==> config.mk <==
export PLATFORM = sky130hd
export DESIGN_NAME = morse_key_classifier
export DESIGN_NICKNAME = d
export VERILOG_FILES = /design/src/rtl/morse_key_classifier.sv
export SDC_FILE = /design/constraint.sdc
export NUM_CORES = 1
export LEC_CHECK = 0
export ABC_AREA = 1
export CORE_MARGIN = 2
export CORE_UTILIZATION = 50
export CTS_CLUSTER_DIAMETER = 100
export DETAILED_ROUTE_END_ITERATION = 10
export PLACE_DENSITY_LB_ADDON = 0.2
export SYNTH_ARGS = -nofsm -noshare
export SYNTH_HDL_FRONTEND = slang
export SYNTH_SLANG_ARGS = --single-unit
==> constraint.sdc <==
create_clock -name clk -period 2.05 [get_ports clk]
set_input_delay 0.3075 -clock clk [delete_from_list [all_inputs] [get_ports clk]]
set_output_delay 0.3075 -clock clk [all_outputs]
set_load 0.02 [all_outputs]
==> src/rtl/morse_key_classifier.sv <==
// Morse key front end: synchronises and debounces the raw key, times presses
// and releases in millisecond ticks, and emits dot/dash/space plus gap markers.
module morse_key_classifier #(
    parameter int TICK_DIV      = 27000,
    parameter int DEBOUNCE_MS   = 10,
    parameter int DASH_MS       = 200,
    parameter int LETTER_GAP_MS = 600,
    parameter int WORD_GAP_MS   = 1400
) (
    input  logic       clk,
    input  logic       rstb,
    input  logic       key_in,
    output logic       key_db,
    output logic [1:0] tap,
    output logic       tap_valid,
    output logic       letter_end,
    output logic       word_end
);

    localparam int            TW        = $clog2(TICK_DIV);
    localparam logic [TW-1:0] TICK_LAST = TW'(TICK_DIV - 1);
    localparam logic [11:0]   DEB_TH    = 12'(DEBOUNCE_MS);
    localparam logic [11:0]   DASH_TH   = 12'(DASH_MS);
    localparam logic [11:0]   LET_TH    = 12'(LETTER_GAP_MS);
    localparam logic [11:0]   WORD_TH   = 12'(WORD_GAP_MS);
    localparam logic [11:0]   CNT_MAX   = 12'hFFF;

    typedef enum logic [1:0] {
        ST_IDLE  = 2'd0,
        ST_PRESS = 2'd1,
        ST_GAP   = 2'd2
    } state_t;

    logic          sync_q, key_s_q;
    logic [TW-1:0] tick_cnt_q, tick_cnt_d;
    logic          tick_s;
    logic [11:0]   db_cnt_q, db_cnt_d;
    logic          key_db_q, key_db_d, key_db_prev_q;
    logic          rise_s, fall_s;
    state_t        state_q;
    logic [11:0]   press_cnt_q, gap_cnt_q;
    logic [11:0]   press_inc_s, gap_inc_s;
    logic          letter_done_q;
    logic [1:0]    tap_q;
    logic          tap_valid_q, letter_end_q, word_end_q;

    assign tick_s      = (tick_cnt_q == TICK_LAST);
    assign rise_s      = key_db_q & ~key_db_prev_q;
    assign fall_s      = ~key_db_q & key_db_prev_q;
    assign press_inc_s = (press_cnt_q == CNT_MAX) ? press_cnt_q : press_cnt_q + 12'd1;
    assign gap_inc_s   = (gap_cnt_q == CNT_MAX) ? gap_cnt_q : gap_cnt_q + 12'd1;

    // Free-running tick divider and debounce next-state
    always_comb begin
        tick_cnt_d = tick_s ? '0 : tick_cnt_q + TW'(1);
        db_cnt_d   = db_cnt_q;
        key_db_d   = key_db_q;
        if (key_s_q == key_db_q) begin
            db_cnt_d = 12'd0;
        end else if (tick_s) begin
            if (db_cnt_q + 12'd1 >= DEB_TH) begin
                key_db_d = ~key_db_q;
                db_cnt_d = 12'd0;
            end else begin
                db_cnt_d = db_cnt_q + 12'd1;
            end
        end else begin
            db_cnt_d = db_cnt_q;
        end
    end

    // Synchroniser, tick counter and debounced level
    always_ff @(posedge clk or negedge rstb) begin
        if (!rstb) begin
            sync_q     <= 1'b0;
            key_s_q    <= 1'b0;
            tick_cnt_q <= '0;
            db_cnt_q   <= 12'd0;
            key_db_q   <= 1'b0;
        end else begin
            sync_q     <= key_in;
            key_s_q    <= sync_q;
            tick_cnt_q <= tick_cnt_d;
            db_cnt_q   <= db_cnt_d;
            key_db_q   <= key_db_d;
        end
    end

    // Press/gap classifier; key_db edges take priority over a coincident tick
    always_ff @(posedge clk or negedge rstb) begin
        if (!rstb) begin
            key_db_prev_q <= 1'b0;
            state_q       <= ST_IDLE;
            press_cnt_q   <= 12'd0;
            gap_cnt_q     <= 12'd0;
            letter_done_q <= 1'b0;
            tap_q         <= 2'd0;
            tap_valid_q   <= 1'b0;
            letter_end_q  <= 1'b0;
            word_end_q    <= 1'b0;
        end else begin
            key_db_prev_q <= key_db_q;
            tap_valid_q   <= 1'b0;
            letter_end_q  <= 1'b0;
            word_end_q    <= 1'b0;
            case (state_q)
                ST_IDLE: begin
                    if (rise_s) begin
                        state_q     <= ST_PRESS;
                        press_cnt_q <= 12'd0;
                    end
                end
                ST_PRESS: begin
                    if (fall_s) begin
                        tap_q         <= (press_cnt_q >= DASH_TH) ? 2'd1 : 2'd2;
                        tap_valid_q   <= 1'b1;
                        gap_cnt_q     <= 12'd0;
                        letter_done_q <= 1'b0;
                        state_q       <= ST_GAP;
                    end else if (tick_s) begin
                        press_cnt_q <= press_inc_s;
                    end
                end
                ST_GAP: begin
                    if (rise_s) begin
                        state_q     <= ST_PRESS;
                        press_cnt_q <= 12'd0;
                    end else if (tick_s) begin
                        gap_cnt_q <= gap_inc_s;
                        if ((gap_inc_s == LET_TH) && !letter_done_q) begin
                            letter_end_q  <= 1'b1;
                            tap_q         <= 2'd0;
                            tap_valid_q   <= 1'b1;
                            letter_done_q <= 1'b1;
                        end
                        if (gap_inc_s == WORD_TH) begin
                            word_end_q <= 1'b1;
                            state_q    <= ST_IDLE;
                        end
                    end
                end
                default: state_q <= ST_IDLE;
            endcase
        end
    end

    assign key_db     = key_db_q;
    assign tap        = tap_q;
    assign tap_valid  = tap_valid_q;
    assign letter_end = letter_end_q;
    assign word_end   = word_end_q;

endmodule

# Yosys cells after proc, flatten, opt, wreduce, memory -nomap -nowiden
# Cells that the tools add are included.
[totals]
regBits = 63
input_bits = 3
out_inout_bits = 6
wordCells = 97
[classes]
add_sub_neg = 4
order_cmp = 2
n_eq_ne = 19
n_mux = 41
bitwise_logic = 5
n_reduce_logical = 12
[op_table]
columns = ["cell", "n"]
rows = [
  ["2-to-1 mux 12 bit", 11],
  ["one-hot mux 12 bit (2 select lines)", 2],
  ["adder 12 x 1 -> 12 bit, second input constant", 3],
  ["equality test 12 bit, second input constant", 2],
  ["2-to-1 mux 2 bit", 10],
  ["!= test 2 bit, second input constant", 8],
  ["adder 15 x 1 -> 15 bit, second input constant", 1],
  ["equality test 15 bit, second input constant", 1],
  ["2-to-1 mux 15 bit", 1],
  ["2-to-1 mux 1 bit", 13],
  ["equality test 12 x 10 -> 1 bit, second input constant", 1],
  ["equality test 12 x 11 -> 1 bit, second input constant", 1],
  [">= comparator 12 x 4 -> 1 bit, second input constant", 1],
  [">= comparator 12 x 8 -> 1 bit, second input constant", 1],
  ["AND reduction 5 bit", 2],
  ["AND reduction 4 bit", 2],
  ["!= test 3 bit, second input constant", 2],
  ["one-hot mux 2 bit (3 select lines)", 1],
  ["nonzero test 2 bit", 3],
  ["one-hot mux 1 bit (2 select lines)", 2],
  ["one-hot mux 2 bit (2 select lines)", 1],
  ["NOT 1 bit", 3],
  ["AND reduction 3 bit", 1],
  ["AND 1 bit", 2],
  ["other kinds (8)", 8],
]

# Longest topological paths before layout
# Gate-level depths: netlist of run 1.
[depth]
ltp_word = 8
depth_mapped = 15

# Worst setup path before layout of run 1
# OpenSTA, ideal clock, no wires.
[synth_timing]
path_kind = "register to register"
start = "register gap_cnt_q[0]"
end = "register state_q[0]"
arrival_ns = 1.689
required_time_ns = 1.933
setup_slack_ns = 0.245
path_stages_with_launch = 15
n_path_buf = 1
period_less_slack_ns = 1.805
path_cell_list = "dfrtp_1 > ha_1 > nand2_4 > nor2_8 > nand3_4 > buf_6 > nand2_1 > nor2_2 > nand3_1 > nor2_1 > nand2_1 > nand2_2 > nand2_2 > nand2_1 > nand2_1"
[synth_via]
elab_chain_len = 5
[synth_lines]
columns = ["element", "line", "rtl"]
rows = [
  ["start: declaration", "41", "logic [11:0] press_cnt_q, gap_cnt_q;"],
  ["start signal: assignment", "129", "gap_cnt_q <= gap_inc_s;"],
  ["adder 12 x 1 -> 12 bit or equality test 12 bit (tied branches)", "51", "assign gap_inc_s = (gap_cnt_q == CNT_MAX) ? gap_cnt_q : gap_cnt_q + 12'd1;"],
  ["2-to-1 mux 12 bit (*)", "51", ""],
  ["equality test 12 x 11 -> 1 bit (*)", "136", "if (gap_inc_s == WORD_TH) begin"],
  ["!= test 3 bit (no line) (*)", "n/a", ""],
  ["AND reduction 4 bit (no line) (*)", "n/a", ""],
  ["end signal: assignment", "126", "state_q <= ST_PRESS;"],
  ["end signal: assignment", "138", "state_q <= ST_IDLE;"],
  ["end signal: assignment", "142", "default: state_q <= ST_IDLE;"],
  ["end: declaration", "40", "state_t state_q;"],
]
# Mark *: on every way between the ends. The rest lies on a longest branch, timed or not.
# A chain may end at the register's enable or synchronous reset.

# Worst setup path after layout of run 1
[layout_timing]
start = "register tick_cnt_q[0]"
end = "register gap_cnt_q[6]"
[layout_via]
elab_chain_len = 3
[layout_lines]
columns = ["element", "line", "rtl"]
rows = [
  ["start: declaration", "35", "logic [TW-1:0] tick_cnt_q, tick_cnt_d;"],
  ["start signal: assignment", "83", "tick_cnt_q <= tick_cnt_d;"],
  ["equality test 15 bit", "47", "assign tick_s = (tick_cnt_q == TICK_LAST);"],
  ["!= test 2 bit (no line)", "n/a", ""],
  ["AND reduction 4 bit (no line)", "n/a", ""],
]
# Every way passes these cells.

==> impl_metrics.ini, run 1 <==
[status]
status = finished clean

[synth]
synth_edf_count = 0
synth_nets = 519
ys_ff_latch = 63
yosys_warnings = 0
synth_area_mm2 = 0.00380
synth_cell_types = 37
ys.flop_type = dfrtp_1
avgSynthCellArea_um2 = 7.53
async_reset_ff_share_pct = 100
yosysSeqAreaShare_pct = 41.4
syn_inst = 505

[placement]
dp_hpwl_um = 5840
port_buffers = 8
dp_slack_ps = 61.5
post_dp_cell_area_mm2 = 0.00404
place_inst = 614
gp_congestion = 0.928

[critical_path]
crit_required_ps = 2310
critical_path.startpoint_type = flop
crit_buf_inv = 2
cpPeakStageDelay_ps = 400
path_max_fanout = 10
rrSetupSlack_ps = 140
crit_slowest_cell = dfrtp_1
crit_type = flop to flop
path_cells = ha_2, nand3_1, nor2_1, nand3_4, o21ai_2, nand3_1, inv_2, nand2_4, inv_2, nand2_1, o21ai_1
cp.arrival_ps = 2170
critical_path.top_delay_family = simple AND/OR/NAND/NOR gates
cp-end-kind = flop

[floorplanning]
die_x_um = 91.2
pin_count = 9
die_h_um = 91.2
rows = 31
dieArea_mm2 = 0.00832
start_util_pct = 52.2
core_area_mm2 = 0.00729

[clock_network]
h-tree-depth = 3
cts.clk_slew.worst_paths_ps = 70
clock_latency_ps = 330
cts_root_buffer = clkbuf_8
cts_sinks = 63
cts_tree = yes
cts_made_buffers = 9
cts_buffer_depth = 2

[sta]
setup_viol = 0
period_share_pct = 93.2
worstMarginPinSlew_ps = 555
skew_ps = 7.95
setup_ws_ps = 139
maxSlewViolCount = 0
holdWs_ps = 353
fmax_mhz = 523
timing.slew.headroom_pct = 62.7
setup_tns_ps = 0
fin_crit_ps = 1910
hold_viol_final = 0

[detailed_routing]
wire_per_inst_um = 12.7
routed-via-count = 3276
drt_iter0_drc = 174
routed_wl_um = 8050
routed_via_density = 5.17
ant_nets = 0
first_pass_iters = 4
drc = 0

[finish]
seqCellArea_mm2 = 0.00158
num_antenna_cells = 0
n_fill_cell = 687
nNetsFinal = 546
drive_above_1_share_pct = 12.7
multi_input_area_mm2 = 0.00194
final_area_mm2 = 0.00434
final_cell_count_no_fill = 634
final_util_pct = 59.6
syn2layout_area_growth_pct = 14.2

[power]
vdd_drop_max_uv = 300
p_int_mw = 1.99
cellPowerDensity_mw_per_mm2 = 574
leakage_nw = 2.05
clkPwrFrac_pct = 48.5
seq_power_share_pct = 49.9
comb_power_share_pct = 1.6
p_switching_mw = 0.500
p_sw_share_pct = 20.1
p_total_mw = 2.49

[flow_run]
drv_cap = 0

[global_route]
grt_max_degree = 24
track_usage_pct = 20.7
grt_overflow_total = 0
grt_pass1_wl_um = 14100
grt_pass1_vias = 3220
antenna_found_initial = 0

[worst_hold_path]
min_path_type = flop to flop
==> power groups by stage <==
stage	logic [mW]	registers [mW]	clock network, mW
floorplan	0.00491	1.27	0
global placement	0.0411	1.27	0
detailed placement	0.0412	1.27	0
CTS	0.0427	1.24	1.25
global route	0.0481	1.24	1.30
finish	0.0401	1.25	1.21
==> cell families (layout without fill, tap and decap cells) <==
| kind of cell | after synthesis | after routing | share of synthesized area [%] |
|---|---|---|---|
| compound gates | 51 | 51 | 7.66 |
| xor+xnor | 17 | 17 | 3.91 |
| fa+ha+maj | 11 | 11 | 3.62 |
| buf+inv | 80 | 109 | 8.48 |
| flops | 63 | 63 | 41.4 |
| simple gates | 283 | 284 | 34.9 |
==> path summary, 6_finish.rpt <==
| kind | startpoint | to | depth (start not counted) |
|---|---|---|---|
| min in group asynchronous | rstb | tick_cnt_q[9] | 2 |
| max reg2reg | tick_cnt_q[0] | gap_cnt_q[6] | 11 |
| min reg2reg | sync_q | key_s_q | 0 |
| max | tick_cnt_q[0] | gap_cnt_q[6] | 11 |
| max in group asynchronous | rstb | press_cnt_q[3] | 3 |
| min | sync_q | key_s_q | 0 |
==> cells in the mapped netlist (2+ instances only) <==
cell type	n	share of area [%]
o21ai_0	16	2.1
nor2_2	2	0.33
dfrtp_1	63	41
xnor2_1	5	1.2
a21oi_1	11	1.4
nand2_1	121	12
ha_1	11	3.6
nand3_2	2	0.53
buf_6	2	0.59
or2_2	3	0.49
nor3_1	8	1.1
inv_2	3	0.30
nor2_1	67	6.6
nor2_4	4	1.2
o21bai_1	2	0.39
nor4_1	5	0.82
nor3_2	2	0.53
nand3_1	35	4.6
inv_1	70	6.9
nand2_2	9	1.5
buf_2	3	0.39
o21ai_1	6	0.79
o22ai_1	11	1.8
nand4_1	18	3.0
nand2_4	3	0.89
xor2_1	12	2.8
==> placed cells by master, fill, tap and decap left out, types with 6 or more instances in the layout <==
master           Yosys  routed
nand2_2              9      10
inv_1               70      70
nor3_1               8       8
nand4_1             18      18
nor2_1              67      66
clkdlybuf4s50_1      0       7
nand3_1             35      35
nand2_1            121     120
o22ai_1             11      11
o21ai_1              6       6
dfrtp_1             63      60
buf_4                1      10
clkbuf_8             0      11
xor2_1              12      12
ha_1                11       9
o21ai_0             16      16
a21oi_1             11      11
==> routing by layer <==
metal	vias to the layer above	track usage [%]	wire, µm
li1	1679	-	-
met1	1515	27.3	3770
met2	71	33.9	3790
met3	11	2.99	339
met4	0	9.22	147
met5	-	0	0
==> registers in the layout, indices dropped and copies added (netlist names) <==
| register | count |
|---|---|
| db_cnt_q | 12 |
| gap_cnt_q | 12 |
| key_db | 1 |
| key_db_prev_q | 1 |
| key_s_q | 1 |
| letter_done_q | 1 |
| letter_end | 1 |
| press_cnt_q | 12 |
| state_q | 2 |
| sync_q | 1 |
| tap | 2 |
| tap_valid | 1 |
| tick_cnt_q | 15 |
| word_end | 1 |
==> cell type report <==
| class | instances | share of cell area (%) |
|---|---|---|
| well taps | 99 | 2.85 |
| flip-flops and latches | 63 | 36.4 |
| clock buffers | 11 | 3.49 |
| inverters | 74 | 6.39 |
| repair buffers | 21 | 4.61 |
| clock inverters | 3 | 1.56 |
| multi-input cells | 363 | 44.7 |
==> repair_timing <==
item | 4_1_cts | 5_1_grt
gates resized for setup | 0 | 9
hold buffers | 1 | 0
hold endpoints to repair | 15 | 0
setup buffers | 0 | 4
endpoints found under the setup margin | 0 | 20
Power figures use the tool's default switching activity.
==> inputs of run 2 (changes only) <==
Clock period 2.05 ns to 1.9 ns, I/O delays scaled along.
==> impl_metrics.ini, run 2 (synthesis gave the netlist of run 1 again) <==
[critical_path]
crit_type = flop to flop
crit_buf_inv = 1
cp.arrival_ps = 2060
crit_slowest_cell = dfrtp_1
crit_path_frequent_cell = nand2_1
r2r-start = gap_cnt_q[1]
rrSetupSlack_ps = 60
path_max_fanout = 8
cp-end-kind = flop
critical_path.startpoint_type = flop
crit_required_ps = 2120
critical_path.top_delay_family = simple AND/OR/NAND/NOR gates
path_cells = ha_2, nand2_4, nor2_8, nand3_4, nand2_4, inv_2, nor2_2, nand2_1, nor2_1, nand2_1, nand2_2, nand2_2, nand2_1, nand2_1
cp_num_cells = 14
r2r_end = tap[1]
cpPeakStageDelay_ps = 360
ff2ff_path_depth = 14

[sta]
setup_viol = 0
period_share_pct = 96.7
rsz0062_at_grt = yes
timing.slew.headroom_pct = 75.1
maxSlewViolCount = 0
hold_viol_final = 0
fin_crit_ps = 1840
skew_ps = 9.76
fmax_mhz = 545
worstMarginPinSlew_ps = 370
holdWs_ps = 370

[global_route]
grt_max_degree = 64
grt_pass1_vias = 3167
track_usage_pct = 20.3
grt_overflow_total = 0
antenna_found_initial = 0
grt_pass1_wl_um = 14000

[finish]
drive_above_1_share_pct = 19.1
regMostFlops = tick_cnt_q
final_common_cell = nand2_1
final_area_mm2 = 0.00451
mostFrequentLayoutCells = 110 x nand2_1, 68 x inv_1, 65 x nor2_1
syn2layout_area_growth_pct = 18.6
n_fill_cell = 668
largest_reg_flops = 15
multi_input_area_mm2 = 0.00204
nNetsFinal = 562
seqCellArea_mm2 = 0.00158
num_antenna_cells = 0
final_util_pct = 61.9

[detailed_routing]
ant_nets = 0
routed-via-count = 3387
routed_via_density = 5.21
drc = 0
routed_wl_um = 8140
drt_iter0_drc = 212
wire_per_inst_um = 12.5
first_pass_iters = 4

[clock_network]
h-tree-depth = 3
cts_sinks = 63
cts_root_buffer = clkbuf_8
cts_buffer_depth = 2
cts_tree = yes
clock_latency_ps = 340
cts.clk_slew.worst_paths_ps = 70
cts_made_buffers = 9

[power]
comb_power_share_pct = 1.6
p_total_mw = 2.52
p_int_mw = 1.97
cellPowerDensity_mw_per_mm2 = 558
p_sw_share_pct = 21.7
seq_power_share_pct = 53.3
clkPwrFrac_pct = 45.1
leakage_nw = 2.14
p_switching_mw = 0.546
vdd_drop_max_uv = 348

[status]
status = finished clean

[worst_hold_path]
min_path_cells = 0
holdCritStartpoint = sync_q
min_path_type = flop to flop
hold_end = key_s_q

[floorplanning]
pin_count = 9
dieArea_mm2 = 0.00832
rows = 31
die_x_um = 91.2
core_area_mm2 = 0.00729
die_h_um = 91.2
start_util_pct = 52.2

[placement]
dp_hpwl_um = 5730
post_dp_cell_area_mm2 = 0.00412
port_buffers = 8
gp_congestion = 0.898

[flow_run]
drv_cap = 0
## run 2: changes by cell type in the layout (fill, tap and decap cells not counted), sizes merged
cell      before  now
buf           13   28
bufinv         2    1
clkbuf        11   10
clkinv         1    2
clkinvlp       1    3
## run 2: worst register-to-register path, stage by stage, from the launching register on
cell and delay [ps]:
dfrtp_1 360, ha_2 220, nand2_4 80, nor2_8 210, nand3_4 160, nand2_4 120, inv_2 40, nor2_2 70
nand2_1 50, nor2_1 100, nand2_1 70, nand2_2 70, nand2_2 70, nand2_1 70, nand2_1 50
## run 2: worst max path at each step
stage / startpoint / end / slack, ps
after global placement: gap_cnt_q[0] / state_q[0] / 110
after global routing: gap_cnt_q[0] / tap[1] / -90
after floorplan: gap_cnt_q[0] / state_q[0] / 90
after detailed placement: gap_cnt_q[0] / tap[1] / 80
after CTS: gap_cnt_q[0] / tap[1] / 50
final: gap_cnt_q[1] / tap[1] / 60
## run 2: final cells by class
type                    count  area share [%]
well taps                  99            2.74
inverters                  74            6.24
repair inverters            1           0.166
multi-input cells         363            45.1
repair buffers             36            6.74
clock buffers              10            3.05
flip-flops and latches     63            34.9
clock inverters             4            1.05
## run 2: stage by stage
| stage | TNS [ps] | worst slack [ps] | std cells |
|---|---|---|---|
| 2_1_floorplan | 0 | 94.7 | 505 |
| 3_3_place_gp | 0 | 111 | 626 |
| 3_5_place_dp | 0 | 75.5 | 626 |
| 4_1_cts | 0 | 53.1 | 641 |
| 5_1_grt | -390 | -90.0 | 650 |
| 6_report | 0 | 63.5 | 650 |
## run 2: power groups by stage
stage | Combinational [mW] | Clock, mW | Sequential (mW)
after global placement | 0.0412 | 0 | 1.37
after global routing | 0.0478 | 1.22 | 1.34
after CTS | 0.0436 | 1.16 | 1.34
after detailed placement | 0.0419 | 0 | 1.37
final | 0.0404 | 1.14 | 1.34
after floorplan | 0.00530 | 0 | 1.37
## run 2: metal layers
layer / GRT usage, % / part of all wire (%)
met5: 0 / 0
met4: 7.20 / 1.3
met3: 2.90 / 4.3
met2: 33.9 / 49
met1: 27.0 / 46
## run 2: what timing repair did
action / CTS / global route
hold buffers: 1 / 0
endpoints found under the setup margin: 0 / 37
hold endpoints to repair: 63 / 0
buffers inserted: 0 / 7
resized for setup: 0 / 36
==> inputs of run 3 (changes only) <==
Settings changed: GPL_ROUTABILITY_DRIVEN from default to 1.
==> results of run 3 <==
Final layout, timing and power as in run 2 (identical DEF).
